[src/rtl/lamp_pkg.sv]
// Shared types and defaults for the lamp serializer block.
package lamp_pkg;
  localparam int LAMP_W_DEFAULT = 16;

  typedef enum logic [1:0] {IDLE, SHIFT, LATCH} state_t;
endpackage

[src/rtl/half_period_timer.sv]
// Down-counter producing a one-cycle tick every CLK_DIV enabled cycles.
module half_period_timer #(
  parameter int CLK_DIV = 4
) (
  input  logic clk,
  input  logic rst,
  input  logic en,
  input  logic load,
  output logic tick
);
  localparam logic [7:0] RELOAD = 8'(CLK_DIV - 1);

  logic [7:0] cnt;

  // The tick itself reloads, so every phase boundary restarts the count.
  assign tick = en && (cnt == 8'd0);

  always_ff @(posedge clk or posedge rst) begin
    if (rst)              cnt <= 8'd0;
    else if (load || tick) cnt <= RELOAD;
    else if (en)          cnt <= cnt - 8'd1;
  end
endmodule

[src/rtl/lamp_serializer.sv]
// Shifts a lamp pattern MSB-first into an external shift-register chain, then latches it.
module lamp_serializer import lamp_pkg::*; #(
  parameter int CLK_DIV = 4,
  parameter int LAMP_W  = LAMP_W_DEFAULT
) (
  input  logic              clk,
  input  logic              rst,
  input  logic [LAMP_W-1:0] lamps,
  output logic              sclk,
  output logic              sdata,
  output logic              latch,
  output logic              busy
);
  localparam int CW = (LAMP_W > 1) ? $clog2(LAMP_W) : 1;

  state_t            state;
  logic [LAMP_W-1:0] shadow;
  logic [LAMP_W-1:0] last_sent;
  logic [CW-1:0]     bit_cnt;
  logic [CW-1:0]     next_bit;
  logic              force_frame;
  logic              start;
  logic              tick;

  assign start    = (state == IDLE) && ((lamps != last_sent) || force_frame);
  assign next_bit = bit_cnt - 1'b1;

  half_period_timer #(.CLK_DIV(CLK_DIV)) u_timer (
    .clk  (clk),
    .rst  (rst),
    .en   (state != IDLE),
    .load (start),
    .tick (tick)
  );

  always_ff @(posedge clk or posedge rst) begin
    if (rst) begin
      state       <= IDLE;
      sclk        <= 1'b0;
      sdata       <= 1'b0;
      latch       <= 1'b0;
      busy        <= 1'b0;
      bit_cnt     <= '0;
      shadow      <= '0;
      last_sent   <= '0;
      force_frame <= 1'b1;
    end else begin
      case (state)
        IDLE: if (start) begin
          shadow      <= lamps;
          bit_cnt     <= CW'(LAMP_W - 1);
          force_frame <= 1'b0;
          sdata       <= lamps[LAMP_W-1];
          sclk        <= 1'b0;
          busy        <= 1'b1;
          state       <= SHIFT;
        end
        SHIFT: if (tick) begin
          if (!sclk) begin
            sclk <= 1'b1;
          end else if (bit_cnt != '0) begin
            // sdata moves only together with the falling sclk edge
            bit_cnt <= next_bit;
            sclk    <= 1'b0;
            sdata   <= shadow[next_bit];
          end else begin
            sclk  <= 1'b0;
            latch <= 1'b1;
            state <= LATCH;
          end
        end
        LATCH: if (tick) begin
          latch     <= 1'b0;
          busy      <= 1'b0;
          last_sent <= shadow;
          state     <= IDLE;
        end
        default: state <= IDLE;
      endcase
    end
  end
endmodule
[config.mk]
export PLATFORM = sky130hd
export DESIGN_NAME = lamp_serializer
export DESIGN_NICKNAME = d
export VERILOG_FILES = /design/src/rtl/lamp_pkg.sv /design/src/rtl/half_period_timer.sv /design/src/rtl/lamp_serializer.sv
export SDC_FILE = /design/constraint.sdc
export NUM_CORES = 1
export LEC_CHECK = 0
export ABC_AREA = 1
export BUFFER_PORTS_ARGS = -buffer_cell sky130_fd_sc_hd__buf_2
export CORE_UTILIZATION = 45
export CTS_BUF_LIST = sky130_fd_sc_hd__clkbuf_4 sky130_fd_sc_hd__clkbuf_8
export DETAILED_ROUTE_END_ITERATION = 16
export GPL_ROUTABILITY_DRIVEN = 0
export PLACE_DENSITY = 0.66
export SETUP_SLACK_MARGIN = 0.15
export SLEW_MARGIN = 5
export SYNTH_ARGS = -nofsm -noshare
export SYNTH_HDL_FRONTEND = slang
export SYNTH_HIERARCHICAL = 1
export SYNTH_SLANG_ARGS = --single-unit
[constraint.sdc]
create_clock -name clk -period 4.56 [get_ports clk]
set_input_delay 0.912 -clock clk [delete_from_list [all_inputs] [get_ports clk]]
set_output_delay 0.912 -clock clk [all_outputs]
set_load 0.05 [all_outputs]
* Word-level counts from Yosys, hierarchy flattened
Index checks and enable logic that the tools add are counted.
** Storage, ports and cells
- Bits in registers :: 51
- Input port bits :: 18
- Output and inout bits :: 4
- Word-level logic and storage cells :: 72
** Operators by class
- Add/sub/neg operators :: 2
- Magnitude comparators :: 1
- Equality and inequality tests :: 9
- Mux-type cells :: 31
- Reductions and logical operators :: 19
** Operators with widths (count)
- two-way mux 4 bit :: 4
- two-way mux 8 bit :: 2
- inequality test 16 bit :: 1
- AND reduction 5 bit :: 3
- two-way mux 1 bit :: 13
- two-way mux 2 bit :: 5
- nonzero test 2 bit :: 5
- zero test 8 bit :: 1
- one-hot mux 1 bit (2 select lines) :: 4
- one-hot mux 4 bit (2 select lines) :: 1
- subtractor 8 x 1 -> 8 bit, second input constant :: 1
- inequality test 2 x 1 -> 1 bit, second input constant :: 3
- inequality test 2 bit, second input constant :: 3
- one-hot mux 2 bit (3 select lines) :: 1
- AND reduction 3 bit :: 2
- less-than comparator 4 x 5 -> 1 bit, second input constant :: 1
- binary-select mux 1 bit (select 4 bit) :: 1
- AND reduction 2 bit :: 2
- nonzero test 4 bit :: 1
- subtractor 4 x 1 -> 4 bit, second input constant :: 1
- equality test 2 x 1 -> 1 bit, second input constant :: 1
- equality test 2 bit, second input constant :: 1
- logical AND 1 bit :: 2
- zero test 2 bit :: 1
- logical OR 1 bit :: 2

* Logic depth before layout (Yosys ltp)
Gate-level depths: netlist of run 1.
- Depth in word-level cells :: 7
- Gate-level depth with buffers :: 12
- Mapped depth without buffers :: 12

* Modules after synthesis
Netlist of run 1, hierarchy kept.
** By module, submodules not included
- lamp_serializer :: instances 1, cells an instance 310, area each 2304.7 um^2, sequential area each 1077.3 um^2
- half_period_timer :: instances 1, cells an instance 62, area each 464.2 um^2, sequential area each 200.2 um^2

* Least setup slack after synthesis of run 1
Ideal clock, no wire load.
- Path kind :: input to register
- From :: in lamps[13]
- To :: reg u_timer.cnt[0]
- Library setup time :: 0.131 ns
- Arrival time :: 1.868 ns
- Data required time :: 4.429 ns
- Slack :: 2.561 ns
- Stages :: 10
- Buffers on the path :: 0
- Cells stage by stage :: inv_1 > nand2_1 > nand2_1 > nand3b_1 > nor2_2 > nand3_2 > nand2_4 > inv_1 > nor2_4 > nand3_1
** Between the ends
- Cells in the longest elaborated chain, start to end :: 5
- Elaborated cells on any way between the ends :: 6
- Classes of those cells :: eq/ne: 1; mux: 1; reduce/logical: 4
** RTL lines
- start, declared :: line lamp_serializer.sv:8 : input logic [LAMP_W-1:0] lamps,
- inequality test 16 bit * :: line lamp_serializer.sv:25 : assign start = (state == IDLE) && ((lamps != last_sent) || force_frame);
- logical OR 1 bit * :: line lamp_serializer.sv:25
- logical AND 1 bit * :: line lamp_serializer.sv:25
- net start :: line lamp_serializer.sv:22 : logic start;
- logical OR 1 bit * :: line half_period_timer.sv:20 : else if (load || tick) cnt <= RELOAD;
- two-way mux 8 bit / nonzero test 2 bit (equally long branches)
- end signal, assigned :: line half_period_timer.sv:21 : else if (en) cnt <= cnt - 8'd1;
- end, declared :: line half_period_timer.sv:13 : logic [7:0] cnt;
Mark *: on every way through the listed nets, which the timed path passes. The rest lies on a longest branch.
A chain may end at the register's enable or synchronous reset.

* Worst setup path after layout of run 1
- From :: reg state[0]
- To :: reg last_sent[10]
** Between the ends
- Cells in the longest elaborated chain, start to end :: 3
- Elaborated cells on any way between the ends :: 4
- Classes of those cells :: eq/ne: 1; reduce/logical: 3
** RTL lines
- start, declared :: line lamp_serializer.sv:16 : state_t state;
- start signal, assigned :: line lamp_serializer.sv:38 : state <= IDLE;
- start signal, assigned :: line lamp_serializer.sv:56 : state <= SHIFT;
- start signal, assigned :: line lamp_serializer.sv:69 : state <= LATCH;
- nonzero test 2 bit :: line lamp_serializer.sv:31 : .en (state != IDLE),
- logical AND 1 bit :: line half_period_timer.sv:16 : assign tick = en && (cnt == 8'd0);
- net tick :: line lamp_serializer.sv:23 : logic tick;
- AND reduction 2 bit (no source line)
- end signal, assigned :: line lamp_serializer.sv:75 : last_sent <= shadow;
- end, declared :: line lamp_serializer.sv:18 : logic [LAMP_W-1:0] last_sent;
The timed path passes the listed nets, and every way through them passes these cells.

==> run_results.csv, run 1 <==
group,metric,value,unit
clock_tree,htreeDepth,2,
setup_path,start_kind,"register",
routing,ant_nets,0,
power_and_ir_drop,swShare,24.02,%
setup_path,r2r_cells,10,
yosys,yosysUniqueCellTypes,29,
layout,multi_input_area,1204,sq um
power_and_ir_drop,peakVddDrop,0.1404,mV
setup_path,cp_slowest_stage_delay,0.59,ns
place,numPortBuffers,21,
floorplan,dieArea,6471,sq um
clock_tree,cts_buffers,5,
setup_path,critPathSlowestCell,"nand2_1",
clock_tree,cts_sinks,51,
power_and_ir_drop,internal-power,0.5903,mW
floorplan,die_y,80.44,um
layout,area_delta_synth_final,8.540,%
layout,final_area,3005,sq um
routing,detail_route.iter0.violations,190,
global_route,overflow,0,
flow_run,max_cap_viol_count,0,
sta,worstMarginPinSlew,0.7942,ns
clock_tree,clkTransAtPathRegs,0.09,ns
yosys,ys.flop_type,"dfrtp_1",
yosys,yosys_warnings,6,
floorplan,pin_count,22,
layout,layout-drive-gt1-share,12.91,%
floorplan,fp-row-count,28,
power_and_ir_drop,seqPwrFrac,59.8,%
floorplan,core_area,5921,sq um
layout,seqCellArea,1277,sq um
sta,timing.slew.headroom,46.92,%
setup_path,critPathKind,"register to register",
yosys,ys_top_cells_by_area,"dfrtp_1 (45%), nand2_1 (18%), inv_1 (8.0%), nand3_1 (4.9%), o21ai_0 (4.7%)",
global_route,grt_pass1_wl,9597,um
clock_tree,cts_tree,"built",
yosys,async_reset_ff_share,100.0,%
sta,finalSetupViolCount,0,
power_and_ir_drop,p_comb_share,6.3,%
routing,wl_per_cell,11.71,um
yosys,synth-edff-count,0,
yosys,yosysTopAreaCell,"dfrtp_1",
floorplan,dieWidth,80.44,um
sta,skew,0.007060,ns
global_route,grt_usage,19.50,%
hold_path,holdPathStages,2,
hold_path,hold_path_class,"register to register",
floorplan,start_util,46.77,%
routing,avgViaCountPerCell,4.700,
sta,fmax,0.4088,GHz
clock_tree,cts_root_buf,"clkbuf_8",
clock_tree,ctsResizeCount,0,
yosys,synth_seq_area_share,46.14,%
yosys,synth-seq-cells,51,
status,status,"complete, no violations",
power_and_ir_drop,power_density,258.5,nW/um^2
clock_tree,insertion_delay,0.30,ns
setup_path,end_kind,"register",
global_route,grt_max_degree,44,
yosys,syn_avg_cell_area,7.443,sq um
routing,drc,0,
routing,firstDrtPassIters,5,
layout,final_nets,416,
sta,maxSlewViolCount,0,
yosys,syn_area,2769,sq um
routing,vias,2209,
layout,fillers,566,
sta,timing.final.crit_share,53.65,%
sta,finalHoldViolCount,0,
setup_path,arrival,2.63,ns
power_and_ir_drop,p_leak,1.628,nW
clock_tree,hold_buffers,0,
setup_path,cp_max_fo,28,
place,placed_area,2917,sq um
setup_path,path_cells,"nor2_1 > inv_1 > inv_2 > nor2_2 > nand2_2 > nor2_4 > nand2_1 > inv_1 > nand2_1 > o21ai_0",
clock_tree,postCtsSetupRepairBufs,0,
sta,rsz0062_at_grt,"false",
yosys,yosys.area.top_type_share,45.19,%
power_and_ir_drop,p_sw,0.1867,mW
global_route,grt_pass1_vias,2119,
sta,finalSetupTns,0,ns
clock_tree,clockBufferDepth,2,
yosys,syn-num-nets,394,
sta,finalCriticalPeriod,2.446,ns
routing,drt-total-wl,5505,um
place,dp_hpwl,4064,um
yosys,synth_cells,372,
setup_path,required,4.74,ns
global_route,antenna_found_initial,0,
power_and_ir_drop,power.share.clock,33.9,%
layout,diodes,0,
power by group through the flow:
stage | Combinational, mW | Sequential, mW | Clock, mW
4_1_cts | 0.0500 | 0.465 | 0.275
5_1_grt | 0.0574 | 0.466 | 0.292
6_report | 0.0486 | 0.465 | 0.264
3_3_place_gp | 0.0488 | 0.474 | 0
3_5_place_dp | 0.0497 | 0.474 | 0
2_1_floorplan | 0.0299 | 0.473 | 0
cell type report:
cell class | instances | area share, %
well taps | 75 | 3.122
clock buffers | 6 | 2.540
repair buffers | 22 | 3.747
clock inverters | 2 | 0.4163
flip-flops and latches | 51 | 42.51
inverters | 61 | 7.619
multi-input cells | 253 | 40.05
metal layers:
metal	global-route usage, %	up-vias	wire length (um)
met2	30.51	36	2464
met3	3.977	7	182
met5	0	-	0
met1	26.97	982	2783
met4	6.071	0	74
li1	-	1184	-
logic make-up after synthesis:
kind of cell | Yosys count | share of synthesized area, %
buffers and inverters | 68 | 10.39
adder cells (fa/ha/maj) | 4 | 1.808
AO/OA/AOI/OAI | 35 | 7.004
XOR/XNOR | 7 | 2.214
AND/OR/NAND/NOR | 207 | 32.44
flip-flops | 51 | 46.14
cell usage after synthesis (4+ instances only):
cell type / n
nand2_1: 135
inv_1: 59
dfrtp_1: 50
nand3_1: 27
nor2_1: 26
o21ai_0: 26
a21oi_1: 4
ha_1: 4
o21ai_2: 4
xnor2_1: 4
through the flow:
stage	setup WS, ns	util, %	hold slack [ns]	power (mW)	cells
4_1_cts	2.077	50.76	0.4495	0.7896	470
3_3_place_gp	1.884	49.26	0.4307	0.5224	462
5_1_grt	1.896	50.76	0.4859	0.8155	470
3_5_place_dp	1.846	49.26	0.4340	0.5233	462
6_report	2.114	50.76	0.4482	0.7770	470
2_1_floorplan	2.561	-	0.4238	0.5034	372
final timing paths:
check / startpoint / end / slack [ns]
hold reg to reg: force_frame / force_frame / 0.45
max in group asynchronous: rst / bit_cnt[1] / 3.45
hold / removal: force_frame / force_frame / 0.45
setup / recovery: state[0] / last_sent[10] / 2.11
min in group asynchronous: rst / u_timer/cnt[5] / 0.54
setup reg to reg: state[0] / last_sent[10] / 2.11
sequential cells by signal (all words and copies together), names as in the netlist:
name         count
busy             1
force_frame      1
sdata            1
latch            1
bit_cnt          4
shadow          16
state            2
sclk             1
last_sent       16
u_timer/cnt      8
critical path: cells and delay by family, from the launching register on:
family                 cells  cell delay, ns
AOI/OAI and AO/OA          1            0.09
buffers and inverters      3            0.58
DFF                        1            0.43
and+or+nand+nor            6            1.22
cell usage in the layout (no fill, tap or decap), types with 3 or more instances in the layout:
master    Yosys  routed
nand2_1     135     135
o21ai_0      26      26
o21ai_2       4       4
clkbuf_8      0       5
a21oi_1       4       4
dfrtp_1      50      50
ha_1          4       4
nor2_1       26      26
xnor2_1       4       4
nand2_2       3       3
xor2_1        3       3
nand3_1      27      27
inv_1        59      58
buf_2         2      21
nor2_2        3       3
No activity file was read; power rests on OpenSTA's default activity.
==> inputs of run 2 (changes only) <==
--- a/config.mk
+++ b/config.mk
@@ -11,7 +11,7 @@
 export CTS_BUF_LIST = sky130_fd_sc_hd__clkbuf_4 sky130_fd_sc_hd__clkbuf_8
 export DETAILED_ROUTE_END_ITERATION = 16
 export GPL_ROUTABILITY_DRIVEN = 0
-export PLACE_DENSITY = 0.66
+export PLACE_DENSITY = 0.68
 export SETUP_SLACK_MARGIN = 0.15
 export SLEW_MARGIN = 5
 export SYNTH_ARGS = -nofsm -noshare
==> constraint.sdc (replaced) <==
create_clock -name clk -period 2.2 [get_ports clk]
set_input_delay 0.44 -clock clk [delete_from_list [all_inputs] [get_ports clk]]
set_output_delay 0.44 -clock clk [all_outputs]
set_load 0.05 [all_outputs]
==> run_results.csv, run 2 (synthesis results as in run 1) <==
group,metric,value,unit
status,status,"complete, no violations",
sta,rsz0062_at_grt,"false",
floorplan,core_area,5921,sq um
sta,timing.final.ws_setup,0.3303,ns
layout,layout-drive-gt1-share,15.17,%
global_route,grt_usage,19.62,%
power_and_ir_drop,p_sw,0.3981,mW
place,placed_area,2962,sq um
setup_path,start_kind,"register",
setup_path,critPathSlowestCell,"dfrtp_1",
place,dp_hpwl,4354,um
global_route,grt_pass1_vias,2168,
setup_path,path_cells,"inv_1 > ha_1 > inv_1 > nor2_1 > nand2_2 > nor2_4 > o21ai_2 > nor3b_4 > buf_4 > nand3_1 > nand2_1",
hold_path,hold_path_class,"primary input to asynchronous set/reset pin",
sta,finalHoldViolCount,0,
sta,fmax,0.5349,GHz
setup_path,arrival,2.12,ns
floorplan,start_util,46.77,%
power_and_ir_drop,peakVddDrop,0.3448,mV
layout,largestRegisters,"last_sent x16, shadow x16, u_timer/cnt x8",
floorplan,die_y,80.44,um
clock_tree,htreeDepth,2,
sta,finalSetupTns,0,ns
sta,finalCriticalPeriod,1.870,ns
setup_path,path_buf_inv,3,
routing,firstDrtPassIters,4,
sta,maxSlewViolCount,0,
power_and_ir_drop,p_leak,1.669,nW
clock_tree,cts_sinks,51,
setup_path,crit_family,"simple AND/OR/NAND/NOR gates",
layout,final_cell_mix,"nand2_1 (134), inv_1 (57), dfrtp_1 (50)",
setup_path,critPathKind,"register to register",
routing,detail_route.iter0.violations,114,
setup_path,cp_max_fo,7,
clock_tree,cts_buffers,5,
sta,skew,0.006956,ns
clock_tree,cts_root_buf,"clkbuf_8",
sta,worstMarginPinSlew,0.6414,ns
global_route,overflow,0,
floorplan,pin_count,22,
routing,ant_nets,0,
place,numPortBuffers,21,
power_and_ir_drop,internal-power,1.276,mW
clock_tree,hold_buffers,0,
clock_tree,clockBufferDepth,2,
floorplan,dieArea,6471,sq um
sta,finalSetupViolCount,0,
setup_path,cp_slowest_stage_delay,0.40,ns
setup_path,crit_top_cell,"inv_1",
sta,timing.final.crit_share,84.99,%
global_route,grt_max_degree,24,
floorplan,fp-row-count,28,
routing,wl_per_cell,11.98,um
routing,avgViaCountPerCell,4.801,
clock_tree,clkTransAtPathRegs,0.10,ns
layout,final_area,3079,sq um
layout,area_delta_synth_final,11.21,%
clock_tree,cts_tree,"built",
setup_path,end_kind,"register",
global_route,grt_pass1_wl,9694,um
power_and_ir_drop,p_comb_share,6.2,%
flow_run,max_cap_viol_count,0,
power_and_ir_drop,power.total,1.674,mW
place,place_ws,0.2146,ns
routing,drt-total-wl,5716,um
power_and_ir_drop,power_density,543.8,nW/um^2
routing,drc,0,
global_route,antenna_found_initial,0,
clock_tree,insertion_delay,0.31,ns
routing,vias,2290,
power_and_ir_drop,swShare,23.77,%
layout,diodes,0,
setup_path,required,2.45,ns
layout,final_common_cell,"nand2_1",
power_and_ir_drop,power.share.clock,36.3,%
power_and_ir_drop,seqPwrFrac,57.5,%
sta,timing.slew.headroom,56.97,%
layout,fillers,584,
layout,final_nets,423,
floorplan,dieWidth,80.44,um
## run 2: cell types whose count changed in the layout (fill, tap and decap cells not counted)
cell | previous run | this run
clkinv_2 | 1 | 0
buf_4 | 1 | 8
inv_1 | 58 | 57
o21ai_0 | 26 | 25
clkbuf_4 | 1 | 0
inv_2 | 2 | 3
clkbuf_8 | 5 | 7
nand2_1 | 135 | 134
o21ai_2 | 4 | 5
nand2_2 | 3 | 4
## run 2: timing repair
action,4_1_cts,5_1_grt
resized for setup,0,4
setup buffers,0,1
endpoints found under the setup margin,0,12
## run 2: metal layers
layer	up-vias	global-route usage, %	share of wire (%)
met4	0	4.821	1.1
met1	1050	26.98	50
met3	6	3.864	3.2
li1	1192	-	-
met2	42	31.61	46
met5	-	0	0
## run 2: worst paths after layout
path	from	end	slack [ns]	cells past startpoint
min in group clk	lamps[0]	shadow[0]	0.36	3
setup reg to reg	u_timer/cnt[0]	bit_cnt[1]	0.33	11
setup / recovery	u_timer/cnt[0]	bit_cnt[1]	0.33	11
hold reg to reg	force_frame	force_frame	0.45	2
max in group asynchronous	rst	force_frame	1.46	3
hold / removal	rst	u_timer/cnt[6]	0.08	2
## run 2: power by group through the flow
stage / sequential [mW] / combinational, mW / clock, mW
final: 0.962 / 0.104 / 0.608
after detailed placement: 0.981 / 0.106 / 0
after floorplan: 0.981 / 0.0620 / 0
after global placement: 0.980 / 0.105 / 0
after CTS: 0.962 / 0.107 / 0.615
after global routing: 0.965 / 0.122 / 0.661
## run 2: final cells by class
| class | count | area [sq um] | area share, % |
|---|---|---|---|
| multi-input cells | 253 | 1210 | 39.29 |
| repair buffers | 29 | 165.2 | 5.364 |
| flip-flops and latches | 51 | 1277 | 41.49 |
| clock inverters | 1 | 7.507 | 0.2438 |
| clock buffers | 7 | 96.34 | 3.129 |
| inverters | 61 | 229.0 | 7.436 |
| well taps | 75 | 93.84 | 3.048 |
## run 2: through the flow
| stage | util [%] | instances | hold slack (ns) |
|---|---|---|---|
| 2_1_floorplan | - | 372 | 0.2557 |
| 3_3_place_gp | 50.02 | 468 | 0.4179 |
| 3_5_place_dp | 50.02 | 468 | 0.4217 |
| 4_1_cts | 51.78 | 476 | 0.08739 |
| 5_1_grt | 52.01 | 477 | 0.1058 |
| 6_report | 52.01 | 477 | 0.08091 |
## run 2: worst register-to-register path, cell delays in order, from the launching register on
cell	delay, ns
dfrtp_1	0.40
inv_1	0.12
ha_1	0.16
inv_1	0.04
nor2_1	0.10
nand2_2	0.08
nor2_4	0.23
o21ai_2	0.12
nor3b_4	0.26
buf_4	0.17
nand3_1	0.07
nand2_1	0.08
==> inputs of run 3 (changes only) <==
==> constraint.sdc (replaced) <==
create_clock -name clk -period 1.7 [get_ports clk]
set_input_delay 0.34 -clock clk [delete_from_list [all_inputs] [get_ports clk]]
set_output_delay 0.34 -clock clk [all_outputs]
set_load 0.05 [all_outputs]
==> run_results.csv, run 3 (synthesis results as in run 1) <==
group,metric,value,unit
sta,worstMarginPinSlew,0.3269,ns
power_and_ir_drop,internal-power,1.878,mW
place,numPortBuffers,21,
power_and_ir_drop,seqPwrFrac,52.0,%
floorplan,fp-row-count,28,
floorplan,dieWidth,80.44,um
sta,finalSetupTns,0,ns
sta,timing.final.crit_share,91.91,%
sta,skew,0.004899,ns
power_and_ir_drop,p_sw,0.5269,mW
setup_path,required,1.95,ns
floorplan,start_util,46.77,%
routing,avgViaCountPerCell,4.948,
clock_tree,cts_sinks,51,
clock_tree,clkTransAtPathRegs,0.09,ns
layout,largestRegisters,"last_sent x16, shadow x16, u_timer/cnt x8",
setup_path,critPathKind,"register to register",
sta,timing.final.ws_setup,0.1375,ns
layout,final_common_cell,"nand2_1",
clock_tree,cts_root_buf,"clkbuf_8",
layout,final_nets,446,
sta,fmax,0.6400,GHz
hold_path,hp-start,"lamps[14]",
power_and_ir_drop,swShare,21.91,%
floorplan,dieArea,6471,sq um
floorplan,die_y,80.44,um
global_route,grt_usage,20.27,%
sta,finalSetupViolCount,0,
layout,final_cell_mix,"nand2_1 (122), inv_1 (51), dfrtp_1 (50)",
setup_path,cp_max_fo,7,
setup_path,crit_start,"last_sent[3]",
hold_path,hold_path_class,"primary input to register",
place,place_ws,-0.006072,ns
sta,timing.slew.headroom,78.18,%
global_route,antenna_found_initial,0,
layout,seqCellArea,1277,sq um
place,dp_cells,476,
place,dp_hpwl,4231,um
global_route,overflow,0,
global_route,grt_max_degree,44,
layout,fillers,532,
layout,diodes,0,
clock_tree,htreeDepth,2,
layout,layout-drive-gt1-share,26.82,%
place,placed_area,3053,sq um
routing,drc,0,
status,status,"complete, no violations",
layout,final_cells,500,
routing,detail_route.iter0.violations,149,
flow_run,max_cap_viol_count,0,
global_route,grt_pass1_wl,9970,um
layout,area_delta_synth_final,27.38,%
power_and_ir_drop,power.share.clock,41.8,%
routing,vias,2474,
routing,ant_nets,0,
floorplan,core_area,5921,sq um
clock_tree,clockBufferDepth,2,
setup_path,arrival,1.81,ns
power_and_ir_drop,peakVddDrop,0.3766,mV
routing,firstDrtPassIters,4,
sta,whs,0.2547,ns
routing,wl_per_cell,12.64,um
setup_path,r2r_start,"last_sent[3]",
clock_tree,cts_tree,"built",
layout,multi_input_area,1344,sq um
routing,drt-total-wl,6319,um
power_and_ir_drop,p_leak,1.843,nW
setup_path,end_kind,"register",
clock_tree,cts_buffers,5,
floorplan,pin_count,22,
clock_tree,insertion_delay,0.31,ns
global_route,grt_pass1_vias,2259,
power_and_ir_drop,power_density,681.8,nW/um^2
sta,rsz0062_at_grt,"true",
sta,finalHoldViolCount,0,
sta,maxSlewViolCount,0,
setup_path,start_kind,"register",
power_and_ir_drop,p_comb_share,6.2,%
layout,final_area,3527,sq um
sta,finalCriticalPeriod,1.562,ns
[run 3: cell count changes in the layout (fill, tap and decap cells not counted), moves of 4 or more]
cell | before | now
nand2_2 | 4 | 10
o21ai_1 | 0 | 4
nand2_1 | 134 | 122
buf_12 | 0 | 4
inv_1 | 57 | 51
buf_4 | 8 | 19
o21ai_0 | 25 | 18
inv_2 | 3 | 8
nand2_4 | 1 | 7
buf_6 | 0 | 5
nor2_2 | 3 | 7
nor2_1 | 26 | 21
[run 3: critical path, stage by stage (launching register included)]
cell	delay (ns)
dfrtp_1	0.41
nand2_1	0.07
o21ai_0	0.07
inv_1	0.07
nand2_1	0.09
nor2_4	0.16
nand3_2	0.11
nand2_4	0.12
inv_4	0.05
nor2_4	0.17
nand2_1	0.09
nor2_1	0.09
[run 3: metrics by stage]
stage | power [mW] | utilization (%)
CTS | 2.420 | 54.90
global route | 2.508 | 59.57
global placement | 1.405 | 51.56
detailed placement | 1.407 | 51.56
finish | 2.405 | 59.57
floorplan | 1.350 | -
[run 3: timing repair]
| item | 4_1_cts | 5_1_grt |
|---|---|---|
| buffers inserted | 6 | 6 |
| hold buffers | 1 | 0 |
| gates cloned | 0 | 3 |
| hold endpoints to repair | 8 | 0 |
| resized for setup | 4 | 50 |
| endpoints found under the setup margin | 43 | 50 |
| pin swaps | 12 | 9 |
[run 3: routing by layer]
| metal | share of wire (%) | track usage [%] |
|---|---|---|
| met2 | 49 | 33.47 |
| met3 | 3.4 | 4.205 |
| met5 | 0 | 0 |
| met1 | 46 | 26.59 |
| met4 | 1.3 | 6.071 |
[run 3: power by group through the flow]
stage	registers, mW	clock network [mW]	logic, mW
after detailed placement	1.27	0	0.137
after global routing	1.25	1.08	0.173
after floorplan	1.27	0	0.0802
final	1.25	1.01	0.149
after CTS	1.25	1.03	0.141
after global placement	1.27	0	0.135
[run 3: final cells by class]
type,instances,area share (%)
Clock buffer,5,1.951
Inverter,61,6.563
Timing Repair Buffer,52,12.59
Sequential cell,51,36.22
Multi-Input combinational cell,253,38.10
Tap cell,75,2.661
Clock inverter,3,1.916
[run 3: final timing paths]
path	to	slack, ns	cells past startpoint
max	u_timer/cnt[3]	0.14	11
min	shadow[14]	0.25	3
max reg2reg	u_timer/cnt[3]	0.14	11
min reg2reg	force_frame	0.45	2
max in group asynchronous	force_frame	0.84	4
min in group asynchronous	u_timer/cnt[0]	0.53	3
